File: config.mk
export PLATFORM = sky130hd
export DESIGN_NAME = id_ex_stage_flat
export DESIGN_NICKNAME = d
export VERILOG_FILES = /design/src/rtl/cpu_pkg.sv /design/src/rtl/id_ex_stage_if.sv /design/src/rtl/alu_ctrl.sv /design/src/rtl/id_ex_stage.sv /design/src/flat_wrapper.sv
export SDC_FILE = /design/constraint.sdc
export NUM_CORES = 1
export LEC_CHECK = 0
export CORE_AREA = 2 2 122 124
export DETAILED_ROUTE_END_ITERATION = 10
export DIE_AREA = 0 0 124 126
export PLACE_DENSITY = 0.74
export SYNTH_ARGS = -nofsm -noshare
export SYNTH_HDL_FRONTEND = slang
export SYNTH_SLANG_ARGS = --single-unit
File: constraint.sdc
create_clock -name clk -period 1.4 [get_ports clk]
set_input_delay 0.28 -clock clk [delete_from_list [all_inputs] [get_ports clk]]
set_output_delay 0.28 -clock clk [all_outputs]
set_load 0.1 [all_outputs]
File: src/rtl/cpu_pkg.sv
// cpu_pkg: shared ALU codes, decoder encodings and ID/EX bubble value
package cpu_pkg;
    localparam logic [2:0] ALU_AND = 3'b000;
    localparam logic [2:0] ALU_OR  = 3'b001;
    localparam logic [2:0] ALU_ADD = 3'b010;
    localparam logic [2:0] ALU_SUB = 3'b110;
    localparam logic [2:0] ALU_SLT = 3'b111;
    localparam logic [1:0] ALUOP_ADD   = 2'b00;
    localparam logic [1:0] ALUOP_SUB   = 2'b01;
    localparam logic [1:0] ALUOP_FUNCT = 2'b10;
    localparam logic [1:0] ALUOP_OPC   = 2'b11;
    localparam logic [5:0] FN_ADD = 6'h20;
    localparam logic [5:0] FN_SUB = 6'h22;
    localparam logic [5:0] FN_AND = 6'h24;
    localparam logic [5:0] FN_OR  = 6'h25;
    localparam logic [5:0] FN_SLT = 6'h2A;
    localparam logic [5:0] OP_ADDI = 6'h08;
    localparam logic [5:0] OP_SLTI = 6'h0A;
    localparam logic [5:0] OP_ANDI = 6'h0C;
    localparam logic [5:0] OP_ORI  = 6'h0D;
    typedef struct packed {
        logic       valid;
        logic       illegal;
        logic       reg_write;
        logic       mem_read;
        logic       mem_write;
        logic       mem_to_reg;
        logic       alu_src;
        logic [2:0] signal;
    } ex_ctrl_t;
    localparam ex_ctrl_t BUBBLE_CTRL = '{valid: 1'b0, illegal: 1'b0, reg_write: 1'b0, mem_read: 1'b0,
                                         mem_write: 1'b0, mem_to_reg: 1'b0, alu_src: 1'b0, signal: ALU_ADD};
    function automatic logic zero_ext(input logic [5:0] opcode);
        return opcode == OP_ANDI || opcode == OP_ORI;
    endfunction
endpackage

File: src/rtl/id_ex_stage_if.sv
// id_ex_stage_if: ID-side inputs, forwarding sources and EX-side outputs of the ID/EX stage
interface id_ex_stage_if #(parameter int DW = 32, parameter int RW = 5);
    logic          stall, flush, id_valid;
    logic [DW-1:0] id_rs_data, id_rt_data;
    logic [15:0]   id_imm;
    logic [RW-1:0] id_rs, id_rt, id_rd;
    logic [5:0]    id_opcode, id_funct;
    logic [1:0]    id_alu_op;
    logic          id_alu_src, id_reg_dst, id_reg_write, id_mem_read, id_mem_write, id_mem_to_reg;
    logic          mem_reg_write, wb_reg_write;
    logic [RW-1:0] mem_write_reg, wb_write_reg;
    logic [DW-1:0] mem_alu_result, wb_data;
    logic [DW-1:0] ex_dataA, ex_dataB, ex_store_data;
    logic [2:0]    ex_alu_signal;
    logic [RW-1:0] ex_write_reg, ex_rs, ex_rt;
    logic          ex_reg_write, ex_mem_read, ex_mem_write, ex_mem_to_reg, ex_valid, ex_illegal;
    modport master (
        output stall, flush, id_valid, id_rs_data, id_rt_data, id_imm, id_rs, id_rt, id_rd,
               id_opcode, id_funct, id_alu_op, id_alu_src, id_reg_dst, id_reg_write, id_mem_read,
               id_mem_write, id_mem_to_reg, mem_reg_write, mem_write_reg, mem_alu_result,
               wb_reg_write, wb_write_reg, wb_data,
        input  ex_dataA, ex_dataB, ex_store_data, ex_alu_signal, ex_write_reg, ex_rs, ex_rt,
               ex_reg_write, ex_mem_read, ex_mem_write, ex_mem_to_reg, ex_valid, ex_illegal
    );
    modport slave (
        input  stall, flush, id_valid, id_rs_data, id_rt_data, id_imm, id_rs, id_rt, id_rd,
               id_opcode, id_funct, id_alu_op, id_alu_src, id_reg_dst, id_reg_write, id_mem_read,
               id_mem_write, id_mem_to_reg, mem_reg_write, mem_write_reg, mem_alu_result,
               wb_reg_write, wb_write_reg, wb_data,
        output ex_dataA, ex_dataB, ex_store_data, ex_alu_signal, ex_write_reg, ex_rs, ex_rt,
               ex_reg_write, ex_mem_read, ex_mem_write, ex_mem_to_reg, ex_valid, ex_illegal
    );
endinterface

File: src/rtl/alu_ctrl.sv
// alu_ctrl: combinational ALUOp/funct/opcode to ALU signal decoder with illegal flag
module alu_ctrl
    import cpu_pkg::*;
(
    input  logic [1:0] alu_op,
    input  logic [5:0] funct,
    input  logic [5:0] opcode,
    output logic [2:0] signal,
    output logic       illegal
);
    // unsupported funct/opcode falls back to ADD and raises illegal
    always_comb begin
        signal  = ALU_ADD;
        illegal = 1'b0;
        case (alu_op)
            ALUOP_ADD: signal = ALU_ADD;
            ALUOP_SUB: signal = ALU_SUB;
            ALUOP_FUNCT:
                case (funct)
                    FN_ADD:  signal = ALU_ADD;
                    FN_SUB:  signal = ALU_SUB;
                    FN_AND:  signal = ALU_AND;
                    FN_OR:   signal = ALU_OR;
                    FN_SLT:  signal = ALU_SLT;
                    default: illegal = 1'b1;
                endcase
            default:
                case (opcode)
                    OP_ADDI: signal = ALU_ADD;
                    OP_ANDI: signal = ALU_AND;
                    OP_ORI:  signal = ALU_OR;
                    OP_SLTI: signal = ALU_SLT;
                    default: illegal = 1'b1;
                endcase
        endcase
    end
endmodule

File: src/rtl/id_ex_stage.sv
// id_ex_stage: ID/EX pipeline register with ALU operand steering; ID_EX_FWD_EN enables EX/MEM and MEM/WB forwarding
module id_ex_stage
    import cpu_pkg::*;
#(
    parameter int DW = 32,
    parameter int RW = 5
) (
    input logic         clk,
    input logic         rst_n,
    id_ex_stage_if.slave bus
);
    logic [2:0]    id_signal;
    logic          id_illegal;
    logic [DW-1:0] id_imm32;
    ex_ctrl_t      id_ctrl, ctrl_q;
    logic [DW-1:0] rs_val_q, rt_val_q, imm_q, rs_fwd, rt_fwd;
    logic [RW-1:0] rs_q, rt_q, wr_q;

    alu_ctrl u_alu_ctrl (
        .alu_op (bus.id_alu_op),
        .funct  (bus.id_funct),
        .opcode (bus.id_opcode),
        .signal (id_signal),
        .illegal(id_illegal)
    );

    assign id_imm32 = {{(DW-16){bus.id_imm[15] & ~zero_ext(bus.id_opcode)}}, bus.id_imm};
    assign id_ctrl  = '{valid: bus.id_valid, illegal: bus.id_valid & id_illegal,
                        reg_write: bus.id_reg_write, mem_read: bus.id_mem_read,
                        mem_write: bus.id_mem_write, mem_to_reg: bus.id_mem_to_reg,
                        alu_src: bus.id_alu_src, signal: id_signal};

    // stage register: reset and flush load a bubble, stall holds, otherwise capture ID
    always_ff @(posedge clk or negedge rst_n) begin
        if (!rst_n) begin
            ctrl_q   <= BUBBLE_CTRL;
            rs_val_q <= '0;
            rt_val_q <= '0;
            imm_q    <= '0;
            rs_q     <= '0;
            rt_q     <= '0;
            wr_q     <= '0;
        end else if (bus.flush) begin
            ctrl_q   <= BUBBLE_CTRL;
            rs_val_q <= '0;
            rt_val_q <= '0;
            imm_q    <= '0;
            rs_q     <= '0;
            rt_q     <= '0;
            wr_q     <= '0;
        end else if (!bus.stall) begin
            ctrl_q   <= id_ctrl;
            rs_val_q <= bus.id_rs_data;
            rt_val_q <= bus.id_rt_data;
            imm_q    <= id_imm32;
            rs_q     <= bus.id_rs;
            rt_q     <= bus.id_rt;
            wr_q     <= bus.id_reg_dst ? bus.id_rd : bus.id_rt;
        end
    end

`ifdef ID_EX_FWD_EN
    // EX/MEM beats MEM/WB; register 0 is never forwarded
    function automatic logic [DW-1:0] fwd(input logic [RW-1:0] r, input logic [DW-1:0] d);
        return (bus.mem_reg_write && bus.mem_write_reg == r && r != '0) ? bus.mem_alu_result :
               (bus.wb_reg_write && bus.wb_write_reg == r && r != '0) ? bus.wb_data : d;
    endfunction
    assign rs_fwd = fwd(rs_q, rs_val_q);
    assign rt_fwd = fwd(rt_q, rt_val_q);
`else
    assign rs_fwd = rs_val_q;
    assign rt_fwd = rt_val_q;
`endif

    assign bus.ex_dataA      = rs_fwd;
    assign bus.ex_dataB      = ctrl_q.alu_src ? imm_q : rt_fwd;
    assign bus.ex_store_data = rt_fwd;
    assign bus.ex_alu_signal = ctrl_q.signal;
    assign bus.ex_write_reg  = wr_q;
    assign bus.ex_rs         = rs_q;
    assign bus.ex_rt         = rt_q;
    assign bus.ex_reg_write  = ctrl_q.reg_write;
    assign bus.ex_mem_read   = ctrl_q.mem_read;
    assign bus.ex_mem_write  = ctrl_q.mem_write;
    assign bus.ex_mem_to_reg = ctrl_q.mem_to_reg;
    assign bus.ex_valid      = ctrl_q.valid;
    assign bus.ex_illegal    = ctrl_q.illegal;
endmodule

File: src/flat_wrapper.sv
// flat-port wrapper written by rule: the top's interface ports become plain ports
module id_ex_stage_flat import cpu_pkg::*;
#(
    parameter int DW = 32,
    parameter int RW = 5
)
  (clk, rst_n, bus_stall, bus_flush, bus_id_valid, bus_id_rs_data, bus_id_rt_data, bus_id_imm, bus_id_rs, bus_id_rt, bus_id_rd, bus_id_opcode, bus_id_funct, bus_id_alu_op, bus_id_alu_src, bus_id_reg_dst, bus_id_reg_write, bus_id_mem_read, bus_id_mem_write, bus_id_mem_to_reg, bus_mem_reg_write, bus_mem_write_reg, bus_mem_alu_result, bus_wb_reg_write, bus_wb_write_reg, bus_wb_data, bus_ex_dataA, bus_ex_dataB, bus_ex_store_data, bus_ex_alu_signal, bus_ex_write_reg, bus_ex_rs, bus_ex_rt, bus_ex_reg_write, bus_ex_mem_read, bus_ex_mem_write, bus_ex_mem_to_reg, bus_ex_valid, bus_ex_illegal);
  id_ex_stage_if #(.DW(DW), .RW(RW)) bus_i ();
  input logic clk;
  input logic rst_n;
  input wire logic [$bits(bus_i.stall)-1:0] bus_stall;
  input wire logic [$bits(bus_i.flush)-1:0] bus_flush;
  input wire logic [$bits(bus_i.id_valid)-1:0] bus_id_valid;
  input wire logic [$bits(bus_i.id_rs_data)-1:0] bus_id_rs_data;
  input wire logic [$bits(bus_i.id_rt_data)-1:0] bus_id_rt_data;
  input wire logic [$bits(bus_i.id_imm)-1:0] bus_id_imm;
  input wire logic [$bits(bus_i.id_rs)-1:0] bus_id_rs;
  input wire logic [$bits(bus_i.id_rt)-1:0] bus_id_rt;
  input wire logic [$bits(bus_i.id_rd)-1:0] bus_id_rd;
  input wire logic [$bits(bus_i.id_opcode)-1:0] bus_id_opcode;
  input wire logic [$bits(bus_i.id_funct)-1:0] bus_id_funct;
  input wire logic [$bits(bus_i.id_alu_op)-1:0] bus_id_alu_op;
  input wire logic [$bits(bus_i.id_alu_src)-1:0] bus_id_alu_src;
  input wire logic [$bits(bus_i.id_reg_dst)-1:0] bus_id_reg_dst;
  input wire logic [$bits(bus_i.id_reg_write)-1:0] bus_id_reg_write;
  input wire logic [$bits(bus_i.id_mem_read)-1:0] bus_id_mem_read;
  input wire logic [$bits(bus_i.id_mem_write)-1:0] bus_id_mem_write;
  input wire logic [$bits(bus_i.id_mem_to_reg)-1:0] bus_id_mem_to_reg;
  input wire logic [$bits(bus_i.mem_reg_write)-1:0] bus_mem_reg_write;
  input wire logic [$bits(bus_i.mem_write_reg)-1:0] bus_mem_write_reg;
  input wire logic [$bits(bus_i.mem_alu_result)-1:0] bus_mem_alu_result;
  input wire logic [$bits(bus_i.wb_reg_write)-1:0] bus_wb_reg_write;
  input wire logic [$bits(bus_i.wb_write_reg)-1:0] bus_wb_write_reg;
  input wire logic [$bits(bus_i.wb_data)-1:0] bus_wb_data;
  output wire logic [$bits(bus_i.ex_dataA)-1:0] bus_ex_dataA;
  output wire logic [$bits(bus_i.ex_dataB)-1:0] bus_ex_dataB;
  output wire logic [$bits(bus_i.ex_store_data)-1:0] bus_ex_store_data;
  output wire logic [$bits(bus_i.ex_alu_signal)-1:0] bus_ex_alu_signal;
  output wire logic [$bits(bus_i.ex_write_reg)-1:0] bus_ex_write_reg;
  output wire logic [$bits(bus_i.ex_rs)-1:0] bus_ex_rs;
  output wire logic [$bits(bus_i.ex_rt)-1:0] bus_ex_rt;
  output wire logic [$bits(bus_i.ex_reg_write)-1:0] bus_ex_reg_write;
  output wire logic [$bits(bus_i.ex_mem_read)-1:0] bus_ex_mem_read;
  output wire logic [$bits(bus_i.ex_mem_write)-1:0] bus_ex_mem_write;
  output wire logic [$bits(bus_i.ex_mem_to_reg)-1:0] bus_ex_mem_to_reg;
  output wire logic [$bits(bus_i.ex_valid)-1:0] bus_ex_valid;
  output wire logic [$bits(bus_i.ex_illegal)-1:0] bus_ex_illegal;
  assign bus_i.stall = bus_stall;
  assign bus_i.flush = bus_flush;
  assign bus_i.id_valid = bus_id_valid;
  assign bus_i.id_rs_data = bus_id_rs_data;
  assign bus_i.id_rt_data = bus_id_rt_data;
  assign bus_i.id_imm = bus_id_imm;
  assign bus_i.id_rs = bus_id_rs;
  assign bus_i.id_rt = bus_id_rt;
  assign bus_i.id_rd = bus_id_rd;
  assign bus_i.id_opcode = bus_id_opcode;
  assign bus_i.id_funct = bus_id_funct;
  assign bus_i.id_alu_op = bus_id_alu_op;
  assign bus_i.id_alu_src = bus_id_alu_src;
  assign bus_i.id_reg_dst = bus_id_reg_dst;
  assign bus_i.id_reg_write = bus_id_reg_write;
  assign bus_i.id_mem_read = bus_id_mem_read;
  assign bus_i.id_mem_write = bus_id_mem_write;
  assign bus_i.id_mem_to_reg = bus_id_mem_to_reg;
  assign bus_i.mem_reg_write = bus_mem_reg_write;
  assign bus_i.mem_write_reg = bus_mem_write_reg;
  assign bus_i.mem_alu_result = bus_mem_alu_result;
  assign bus_i.wb_reg_write = bus_wb_reg_write;
  assign bus_i.wb_write_reg = bus_wb_write_reg;
  assign bus_i.wb_data = bus_wb_data;
  assign bus_ex_dataA = bus_i.ex_dataA;
  assign bus_ex_dataB = bus_i.ex_dataB;
  assign bus_ex_store_data = bus_i.ex_store_data;
  assign bus_ex_alu_signal = bus_i.ex_alu_signal;
  assign bus_ex_write_reg = bus_i.ex_write_reg;
  assign bus_ex_rs = bus_i.ex_rs;
  assign bus_ex_rt = bus_i.ex_rt;
  assign bus_ex_reg_write = bus_i.ex_reg_write;
  assign bus_ex_mem_read = bus_i.ex_mem_read;
  assign bus_ex_mem_write = bus_i.ex_mem_write;
  assign bus_ex_mem_to_reg = bus_i.ex_mem_to_reg;
  assign bus_ex_valid = bus_i.ex_valid;
  assign bus_ex_illegal = bus_i.ex_illegal;
  id_ex_stage #(.DW(DW), .RW(RW)) u_core (.clk(clk), .rst_n(rst_n), .bus(bus_i));
endmodule
==> metrics.txt <==
diode count=0; Area contributors post-synth=dfrtp_1, mux2i_1, nor2_1; Post-Route WL=between 10000 and 15000 µm; Via density=4.76; clk root buf=clkbuf_16; Synth top area share=a little over half; Die W=about 120 µm; Yosys cell types=30; share of power burned in registers=a little over a third; drt first pass iters=4; Filler cells=just over 1000; first-pass GRT wire length=23400 µm; area delta synth->final=94.5%; slew margin rel.=approximately four fifths; post-synth top area cell=dfrtp_1; GRT overflow=0; Final min period=between 1500 and 2000 ps; internal power=between 6 and 7 mW; number of port buffers=239; Synth Cell Area=approximately 4900 µm²; P_leak=roughly 4.3 nW; total CTS buffers=9; max-cap violations=0; largest net degree at the start of global routing=62; Setup TNS=-11180 ps; Syn Inst Count=429; crit path cell chain=buf_12, mux2_4, buf_12; final worst path period share=128%; CP startpoint kind=flop; Via Count=about 4100; clock network power share=25.9%; Routed Antenna Nets=0; Syn Nets=approximately 630; async set-or-reset flop fraction in the synthesized netlist=100%; hold slack=between 200 and 300 ps; CTS clock-pin slew for the worst setup and hold paths=around 70 ps; Mapped Avg Cell Area=11.4 µm²; Post-DP HPWL=between 10000 and 15000 µm; post-route design area=9550 µm²; dpl cells=roughly 850; switching share of power=between 30% and 40%; Slew Viols, Final=0; crit-path max FO=15; TritonCTS clock tree=yes; DRC errors left=0; Final Hold Fails=0; crit-path most repeated cell=buf_12; peak supply drop=approximately 0.80 mV; Seq/Total Area, Yosys=54.1%; Longest Clk Path Bufs=2; list of most frequent post-synthesis cells=dfrtp_1, nor2_1, mux2i_1; RSZ-0062 raised after global routing=true; Hold Path Class=in2reg; YS warnings=0; core area=14300 µm²; Pwr Total=9.57 mW; Synth Register Bits=106; CP max stage delay=450 ps; Worst-Margin Slew=about 330 ps; final setup vio count=32; vias in the first global route=4547; Final Skew=0 ps; Skew-Pair Late Insertion Delay=340 ps; status=complete, but fails checks; antenna violations before repair=0; CP arrival=1510 ps; pwr/cell area=between 1000 and 1500 nW/µm²; CP max-delay cell=dfrtp_2; height of the die=roughly 130 µm; Critical Path Sink Type=output port; IO Count=~320; Layout Cells excl Fill=between 800 and 900; placed cell area=around 9000 µm²; Top FF cell, synth=dfrtp_1; number of synthesized flops with an enable pin=0; Logic pwr share=38.1%; violated checks=setup timing; DR iter-0 viols=76; GRT Resource Usage Total=roughly a fifth; switching pwr=approximately 3.5 mW; FMAX=560 MHz; TritonCTS Sinks=~110; Worst Slack Setup Final=-387 ps; drt wl/cell=~17 µm; Die Area=about 16000 µm²; critical setup path kind=reg2out; count leader, synth=dfrtp_1; share of layout cells above drive strength 1=between 30% and 40%; Worst Path Required=around 1100 ps; Layout Nets=just under 900; Site Rows=44; routability congestion estimate=slightly below 0.8; H-tree levels=3; Initial Util=between 30% and 40%
timing repair:
item | in CTS | in global routing
endpoints found under the setup margin | 32 | 32
gates cloned | 1 | 0
gates resized for setup | 6 | 3
hold buffers | 1 | 0
buffers inserted | 6 | 1
hold endpoints to repair | 16 | 0
power groups by stage:
stage	logic [mW]	clock network, mW	registers, mW
2_1_floorplan	1.13	0	4.44
3_3_place_gp	3.60	0	3.50
3_5_place_dp	3.64	0	3.51
4_1_cts	3.67	2.58	3.45
5_1_grt	3.79	2.70	3.47
6_report	3.64	2.48	3.45
path summary, 6_finish.rpt:
path	slack, ps	to	from	cells after the start
max	-390	bus_ex_dataB[11]	u_core.ctrl_q[3]	3
min	260	u_core.bus.ex_alu_signal[2]	bus_flush	2
max reg2reg	340	u_core.ctrl_q[3]	u_core.ctrl_q[3]	4
min reg2reg	520	u_core.bus.ex_alu_signal[1]	u_core.bus.ex_alu_signal[1]	2
max in group asynchronous	500	u_core.bus.ex_alu_signal[1]	rst_n	3
min in group asynchronous	390	u_core.bus.ex_dataA[2]	rst_n	2
critical path, delay by kind of cell (launching register included):
family                 cells  cell delay, ps
buffers and inverters      2             360
multiplexers               1             340
flip-flops                 1             450
final cells by class:
| type | count | area, µm² | share of cell area, % |
|---|---|---|---|
| Timing Repair Buffer | 272 | 4030 | 42.1 |
| Sequential cell | 106 | 2740 | 28.6 |
| Multi-Input combinational cell | 272 | 2200 | 23.1 |
| Tap cell | 184 | 230 | 2.41 |
| Clock buffer | 10 | 229 | 2.40 |
| Inverter | 19 | 71.3 | 0.747 |
| Clock inverter | 6 | 57.6 | 0.603 |
layout by cell type, fill, tap and decap left out, types with 2 or more instances in the layout:
master           instances
nor3b_1                  2
nor4bb_1                 2
inv_2                   16
nor2b_1                  2
clkbuf_16                9
mux2_2                   5
nand2_1                  3
clkdlybuf4s50_1        116
dfrtp_1                 72
dfrtp_2                 17
nor2_1                 103
o211ai_1                 2
buf_12                 133
dfrtp_4                 16
o21ai_4                 16
mux2i_1                101
clkinv_2                 4
nor3b_2                  2
a21oi_1                  3
inv_1                    3
mux2_4                  16
buf_4                   16
buf_6                    5
o21ai_0                  2
per-layer routing:
layer  track usage, %  vias to the layer above  share of wire [%]
met5                0                        -                  0
met4             6.81                        0                1.9
met3             6.66                       20                8.9
met2             33.8                      164                 52
met1             22.0                     2018                 37
li1                 -                     1933                  -
stage by stage:
step / utilization, % / setup slack (ps)
2_1_floorplan: - / -144
3_3_place_gp: 63.9 / -188
3_5_place_dp: 63.9 / -238
4_1_cts: 66.8 / -414
5_1_grt: 66.7 / -431
6_report: 66.7 / -387
cells by family after synthesis:
kind of cell | share of synthesized area [%]
DFF | 54.1
AOI/OAI and AO/OA | 3.47
and+or+nand+nor | 11.0
buffers and inverters | 6.12
muxes | 25.4
Power figures use the tool's default switching activity.
